`src/rtl/layer1_result_streamer_pkg.sv`:
```
// Shared layer-1/layer-2 interface defaults and the streamer state encoding.
// The layer-1 engine and the layer-2 loader use the same defaults.
package layer1_result_streamer_pkg;

    localparam int DEF_ACC_WIDTH = 32;
    localparam int DEF_NUM_PES   = 32;
    localparam int DEF_OUT_WIDTH = 8;
    localparam int DEF_SHIFT     = 7;
    localparam int DEF_IDX_W     = 5;

    typedef enum logic [1:0] {
        S_IDLE   = 2'b00,
        S_ARM    = 2'b01,
        S_STREAM = 2'b10
    } state_t;

endpackage

```
`src/rtl/layer1_result_streamer_requant_sat.sv`:
```
// Combinational requantizer: arithmetic right shift, then clamp to [0, 2^(OUT_WIDTH-1)-1].
// Kept standalone so later layers can reuse it with their own widths.
module requant_sat #(
    parameter int ACC_WIDTH = 32,
    parameter int OUT_WIDTH = 8,
    parameter int SHIFT     = 7
) (
    input  logic signed [ACC_WIDTH-1:0] acc,
    output logic        [OUT_WIDTH-1:0] act
);

    localparam logic signed [ACC_WIDTH-1:0] MAX_ACT = ACC_WIDTH'((1 << (OUT_WIDTH - 1)) - 1);

    logic signed [ACC_WIDTH-1:0] shifted;

    always_comb begin
        shifted = acc >>> SHIFT;
        if (shifted[ACC_WIDTH-1]) begin
            act = '0;
        end else if (shifted > MAX_ACT) begin
            act = MAX_ACT[OUT_WIDTH-1:0];
        end else begin
            act = shifted[OUT_WIDTH-1:0];
        end
    end

endmodule

```
`src/rtl/layer1_result_streamer.sv`:
```
// Captures the layer-1 result vector and streams requantized activations to layer 2.
//   state    | meaning
//   S_IDLE   | waiting for done_in; no stream word presented
//   S_ARM    | layer 1 is writing results this cycle; buffer loads on the exit edge
//   S_STREAM | presenting buffer[idx] on the valid/ready stream
module layer1_result_streamer
    import layer1_result_streamer_pkg::*;
#(
    parameter int ACC_WIDTH = DEF_ACC_WIDTH,
    parameter int NUM_PES   = DEF_NUM_PES,
    parameter int OUT_WIDTH = DEF_OUT_WIDTH,
    parameter int SHIFT     = DEF_SHIFT,
    parameter int IDX_W     = DEF_IDX_W
) (
    input  logic                         clk,
    input  logic                         reset_n,
    input  logic                         done_in,
    input  logic [ACC_WIDTH*NUM_PES-1:0] result_vector,
    output logic                         m_valid,
    input  logic                         m_ready,
    output logic [OUT_WIDTH-1:0]         m_data,
    output logic [IDX_W-1:0]             m_index,
    output logic                         m_last,
    output logic                         frame_done,
    output logic                         overrun
);

    localparam logic [IDX_W-1:0] LAST_IDX = IDX_W'(NUM_PES - 1);

    state_t               state;
    state_t               state_nxt;
    logic [IDX_W-1:0]     idx;
    logic [ACC_WIDTH-1:0] buffer [NUM_PES];
    logic [OUT_WIDTH-1:0] act;
    logic                 fire;
    logic                 at_last;

    assign m_valid = (state == S_STREAM);
    assign at_last = (idx == LAST_IDX);
    assign fire    = m_valid && m_ready;
    assign m_last  = m_valid && at_last;
    assign m_index = idx;
    // Gate the mux so m_data reads 0 whenever no word is presented.
    assign m_data  = m_valid ? act : '0;

    requant_sat #(
        .ACC_WIDTH (ACC_WIDTH),
        .OUT_WIDTH (OUT_WIDTH),
        .SHIFT     (SHIFT)
    ) u_requant (
        .acc (buffer[idx]),
        .act (act)
    );

    always_ff @(posedge clk or negedge reset_n) begin
        if (!reset_n) begin
            state <= S_IDLE;
        end else begin
            state <= state_nxt;
        end
    end

    always_comb begin
        state_nxt = state;
        case (state)
            S_IDLE:   if (done_in) state_nxt = S_ARM;
            S_ARM:    state_nxt = S_STREAM;
            S_STREAM: if (fire && at_last) state_nxt = S_IDLE;
            default:  state_nxt = S_IDLE;
        endcase
    end

    always_ff @(posedge clk or negedge reset_n) begin
        if (!reset_n) begin
            idx        <= '0;
            frame_done <= 1'b0;
            overrun    <= 1'b0;
        end else begin
            frame_done <= fire && at_last;
            if (done_in && (state != S_IDLE)) begin
                overrun <= 1'b1;
            end
            if (state == S_ARM) begin
                idx <= '0;
            end else if (fire) begin
                idx <= at_last ? '0 : idx + IDX_W'(1);
            end
        end
    end

    // Layer 1 updates its results on the edge that ends done, so load on the ARM exit edge.
    always_ff @(posedge clk or negedge reset_n) begin
        if (!reset_n) begin
            for (int k = 0; k < NUM_PES; k++) begin
                buffer[k] <= '0;
            end
        end else if (state == S_ARM) begin
            for (int k = 0; k < NUM_PES; k++) begin
                buffer[k] <= result_vector[k*ACC_WIDTH +: ACC_WIDTH];
            end
        end
    end

endmodule
```
`config.mk`:
```
export PLATFORM = sky130hd
export DESIGN_NAME = layer1_result_streamer
export DESIGN_NICKNAME = d
export VERILOG_FILES = /design/src/rtl/layer1_result_streamer_pkg.sv /design/src/rtl/layer1_result_streamer_requant_sat.sv /design/src/rtl/layer1_result_streamer.sv
export SDC_FILE = /design/constraint.sdc
export NUM_CORES = 2
export LEC_CHECK = 0
export BUFFER_PORTS_ARGS = -buffer_cell sky130_fd_sc_hd__buf_2
export CORE_AREA = 4 4 400 402
export DETAILED_ROUTE_END_ITERATION = 16
export DIE_AREA = 0 0 404 406
export HOLD_SLACK_MARGIN = 0.08
export PLACE_DENSITY = 0.51
export REMOVE_ABC_BUFFERS = 1
export SYNTH_ARGS = -nofsm -noshare
export SYNTH_HDL_FRONTEND = slang
export SYNTH_SLANG_ARGS = --single-unit
export TNS_END_PERCENT = 1
```
`constraint.sdc`:
```
create_clock -name clk -period 3 [get_ports clk]
set_input_delay 0.45 -clock clk [delete_from_list [all_inputs] [get_ports clk]]
set_output_delay 0.45 -clock clk [all_outputs]
set_load 0.01 [all_outputs]
```
* Word-level counts from Yosys, hierarchy flattened *
Index checks and enable logic that the tools add are counted.

operators by class
  add/sub/neg operators = 1
  bitwise logic cells = 1
  equality and inequality tests = 5
  $lt $le $gt $ge = 2
  reductions and logical operators = 8
  multiplexer cells = 12

operators by type and width
  cell                 number
  $bmux 32 s5          1
  $mux 32              2
  $gt 25x8->1 const B  1
  $mux 8               3
  $mux 5               3
  $ge 6x6->1 const B   1
  $not 5->6            1
  $pmux 2 s3           1
  $add 5x1->5 const B  1
  $eq 5x5->1 const B   1
  $logic_and 1x1->1    4
  $mux 2               2
  $reduce_bool 2->1    2
  $eq 2x1->1 const B   1
  $eq 2x2->1 const B   1
  $logic_not 2->1      1
  $ne 2x1->1 const B   1
  $ne 2x2->1 const B   1
  $reduce_and 2->1     1

storage, ports and cells
  input bits = 1028
  bits in registers = 1033
  logic and storage cells = 65
  output and inout port bits = 17

* Logic depth before layout (Yosys ltp) *
  depth after elaboration = 8
  depth in mapped cells = 11
  depth with buffers taken out = 7

* By module *
A second synthesis with hierarchy kept.

second synthesis, totals
  cells, all modules = 3407
  area, all modules = 47795.8 µm²

by module, submodules not included
  module                  area an instance (µm²)  times used  sequential area each (µm²)  cells an instance
  layer1_result_streamer  47668.2                 1           25849.8                     3383
  requant_sat             127.6                   1           0.0                         24

* Worst setup path after synthesis *
OpenSTA, ideal clock, no wires.

  path kind = reg2out
  start = register idx[0], in the netlist m_index[0]
  end = output m_data[0]
  path slack = 0.123 ns
  arrival = 2.427 ns
  path buffers = 2
  cell stages (with the launch flop) = 8
  data required time = 2.550 ns
  path through = dfrtp_1 buf_4 buf_4 mux4_2 mux4_2 mux2i_1 nand2_1 a31oi_1

on the way
  longest elaborated chain between the ends = 8

RTL lines
  what                                          RTL line                                  source
  start, declared                               layer1_result_streamer.sv:32              logic [IDX_W-1:0] idx;
  start signal, assigned                        layer1_result_streamer.sv:86              idx <= at_last ? '0 : idx + IDX_W'(1);
  $not 5->6 (not written as such) *             layer1_result_streamer.sv:51              .acc (buffer[idx]),
  $bmux 32 s5 *                                 layer1_result_streamer.sv:51
  $mux 32 (not written as such) * (2 in a row)  layer1_result_streamer.sv:51
  $gt 25x8->1                                   layer1_result_streamer_requant_sat.sv:20  end else if (shifted > MAX_ACT) begin
  $mux 8                                        layer1_result_streamer_requant_sat.sv:20
  $mux 8 *                                      layer1_result_streamer_requant_sat.sv:18  if (shifted[ACC_WIDTH-1]) begin
  $mux 8 *                                      layer1_result_streamer.sv:44              assign m_data = m_valid ? act : '0;
  end, declared                                 layer1_result_streamer.sv:21              output logic [OUT_WIDTH-1:0] m_data,

Mark *: on every way between the ends. The rest lies on a longest branch, timed or not. The select of a mux whose other input is x is not followed.

* Worst setup path in the final report *
  start = register idx[1], in the netlist m_index[1]
  end = output m_data[3]

Same word-level chain as after synthesis.

==> Flow_metrics.wiki <==
{| class="wikitable"
! Metric !! Value
|-
| Critical path type || reg -> out
|-
| TritonCTS clock tree || done
|-
| Half-perimeter wire length after placement || 112,000 µm
|-
| Routed wire length || 157,000 µm
|-
| Die Ht || 406 µm
|-
| Iteration-0 DRC count of the detailed router || 2,408
|-
| Netlist area before placement || 36,000 µm²
|-
| Weighted congestion at the end of routability-driven global placement || 0.859
|-
| Floorplan core area || 156,000 µm²
|-
| Post-synthesis register bit count || 809
|-
| Synth top cells by count || 2,418 x nand2_1, 809 x dfrtp_1, 193 x clkbuf_1
|-
| Setup slack of the worst register-to-register path || 0.82 ns
|-
| P per Cell Area || 958 nW/µm²
|-
| Detail-routed via count per cell || 4.37
|-
| Period Utilization, post-route || 139%
|-
| Latest clock arrival within the worst-skew pair || 0.69 ns
|-
| Cell types with the largest area share after synthesis || dfrtp_1 56%, nand2_1 25%, mux4_2 6.4%
|-
| Worst-case clock buffer depth || 3
|-
| Number of stages on the worst hold path || 3
|-
| Final Worst Setup Slack || -1.16 ns
|-
| Global-route usage over all layers || 18.7%
|-
| Placed Cells || 6,985
|-
| Layout Skew || 0.0230 ns
|-
| Startpoint type of the worst setup path || flip-flop
|-
| Post-detailed-route DRC marker count || 0
|-
| Antenna viol nets, final || 0
|-
| Area of the die || 164,000 µm²
|-
| Total of buffers placed on input and output ports || 819
|-
| Yosys warns || 0
|-
| Final Hold Slack || 0.108 ns
|-
| Max-cap check violation count || 0
|-
| First-pass GRT wire length || 231,000 µm
|-
| Clock H-tree levels || 3
|-
| Pin slew with the least headroom to its limit || 0.830 ns
|-
| Clk slew on worst S/H paths || 0.06 ns
|-
| Fin crit period || 4.16 ns
|-
| Number of global-route vias before repair || 36,994
|-
| Min-Delay Startpoint || result_vector[51]
|-
| Layout Cells excl Fill || 8,011
|-
| Initial Util || 23.1%
|-
| Library cell with the largest summed area after synthesis || dfrtp_1
|-
| Maximum number of pins on one net before global-route repair || 203
|-
| Number of nets at the end of the flow || 6,885
|-
| Cells on worst reg2reg path || 9
|-
| Run status || finished, violations left
|-
| Power consumption || 54.2 mW
|-
| Pins over their slew limit || 0
|-
| RR Endpoint || m_index[2]
|-
| Max Clk Rate || 0.240 GHz
|-
| Distinct cell type count of the synthesized netlist || 66
|-
| Library cell with the highest instance count after synthesis || nand2_1
|-
| Initial DRT Pass Iterations || 5
|-
| Dominant register cell in the synthesized netlist || dfrtp_1
|-
| Violated checks || negative setup slack
|-
| Hold worst-path end || buffer[979]
|-
| Floorplan row count || 145
|-
| Seq/Total Area, Yosys || 56.3%
|-
| I/O pin count || 1,045
|-
| Arr. time, crit path || 3.71 ns
|-
| Number of vias after detailed routing || 35,008
|-
| Global-route congestion overflow total || 0
|-
| Number of synthesized flops with an enable pin || 0
|-
| Sum Neg Setup Slack || -7.99 ns
|-
| Utilization of the core after routing || 36.2%
|-
| Die W || 404 µm
|-
| Number of failing hold endpoints at the final stage || 0
|-
| CTS Buf Count || 96
|-
| Proportion of layout cells with a drive suffix above 1 || 24.5%
|-
| Count of endpoints failing setup in the final report || 8
|-
| Signed area change from the synthesized netlist to the final layout || 57.2%
|-
| Share of synthesized flip-flops with an asynchronous set or reset || 100%
|-
| Routed wirelength normalized by instance count || 19.6 µm
|-
| Worst min-delay path class || in -> reg
|-
| RSZ-0062 raised after global routing || true
|-
| Peak fanout along the critical path || 10
|-
| Worst relative slew slack || 44.7%
|-
| R2r startpoint || m_index[0]
|-
| Clock sink total || 809
|-
| Crit. End Element || primary output
|-
| Antenna violations before repair || 20
|-
| VDD IR-drop max || 0.504 mV
|-
| Synthesized area divided by synthesized cell count || 8.72 µm²
|-
| Root cell of the clock tree || clkbuf_16
|-
| Leakage || 28.3 nW
|-
| Data required time of the critical path || 2.55 ns
|-
| Top-area cell type share of the netlist area || 56.3%
|-
| Cells after synthesis || 4,126
|}
[metal layers]
layer,global-route usage (%),up-vias,share of wire (%),wire length [µm]
li1,-,16648,-,-
met5,0,-,0.031,48
met3,3.30,310,5.4,8530
met4,6.91,8,3.8,6040
met1,24.7,16883,44,68800
met2,30.7,1159,47,73500
[timing repair]
action	CTS	global route
resized for setup	82	60
buffers inserted	16	8
hold buffers	802	0
pin swaps	29	21
gates cloned	3	2
setup endpoints to repair	8	8
hold endpoints to repair	897	0
[logic make-up (layout without fill, tap and decap cells)]
| kind of cell | after synthesis | in the layout | synth area share, % |
|---|---|---|---|
| xor gates and xnor gates | 2 | 2 | 0.0487 |
| AOI/OAI and AO/OA | 188 | 188 | 3.52 |
| DFF | 809 | 809 | 56.3 |
| adders and majority gates | 2 | 2 | 0.0696 |
| and+or+nand+nor | 2726 | 2726 | 29.4 |
| muxes | 142 | 142 | 7.59 |
| other | 1 | 18 | 0.0104 |
| buffers and inverters | 256 | 2066 | 3.10 |
[stage by stage]
step / instance area (µm²) / setup WS [ns]
6_report: 56600 / -1.16
5_1_grt: 56500 / -1.36
4_1_cts: 56100 / -1.21
3_5_place_dp: 44000 / -1.15
3_3_place_gp: 44000 / -1.20
2_1_floorplan: 34900 / -24.47
[critical path: stages, from the launching register on]
cell	delay (ns)
dfrtp_4	0.48
buf_12	0.16
buf_12	0.14
buf_16	0.15
buf_12	0.16
buf_6	0.15
mux4_2	0.28
mux4_2	0.52
mux2_4	0.30
nor4_4	0.35
a31oi_4	0.14
buf_2	0.16
[registers in the layout, indices dropped and copies added (netlist names)]
| signal | cells |
|---|---|
| frame_done | 1 |
| buffer | 800 |
| state | 2 |
| m_index | 5 |
| overrun | 1 |
[cells in the final DEF, fill, tap and decap left out, drive strengths merged, types with 4 or more instances in the layout]
cell type    netlist  final
diode              0     17
o21ai             36     36
a31oi             10     10
nor4              15     15
bufinv             0     10
dfrtp            809    809
a221oi             4      4
mux4             102    102
o31ai              7      7
a22oi              5      5
clkbuf           193    144
nand2           2419   2419
clkinv             1     15
mux2i             13     13
nor3              93     93
o311ai             7      7
nand3             11     11
buf               58   1078
nand2b             7      7
a2111oi            9      9
dlygate4sd3        0    802
clkinvlp           0      9
nor3b              6      6
o22ai             25     25
a211oi            33     33
o32ai              5      5
inv                4      8
nor2b             12     12
nor2             142    142
mux2              27     27
a21oi             28     28
[how the worst max path moves through the flow]
stage | start | endpoint | slack [ns] | cells after the start
final | m_index[1] | m_data[3] | -1.16 | 11
after global routing | m_index[1] | m_data[3] | -1.36 | 12
after CTS | m_index[1] | m_data[0] | -1.21 | 13
after detailed placement | m_index[1] | m_data[6] | -1.15 | 10
after global placement | m_index[1] | m_data[2] | -1.20 | 10
after floorplan | state[1] | m_index[0] | -24.47 | 4
[final cells by class]
| cell class | instances | area [µm²] |
|---|---|---|
| Antenna cell | 17 | 42.5 |
| Clock buffer | 142 | 2850 |
| Clock inverter | 37 | 533 |
| Fill cell | 15574 | 99500 |
| Inverter | 5 | 27.5 |
| Multi-Input combinational cell | 3061 | 15200 |
| Sequential cell | 809 | 20300 |
| Tap cell | 2058 | 2570 |
| Timing Repair Buffer | 1882 | 15000 |
[where the power goes]
group / switching [mW] / internal, mW
Combinational: 12.3 / 10.1
Sequential: 3.11 / 16.3
Clock: 4.98 / 7.47
(Power assumes the default switching activity.)
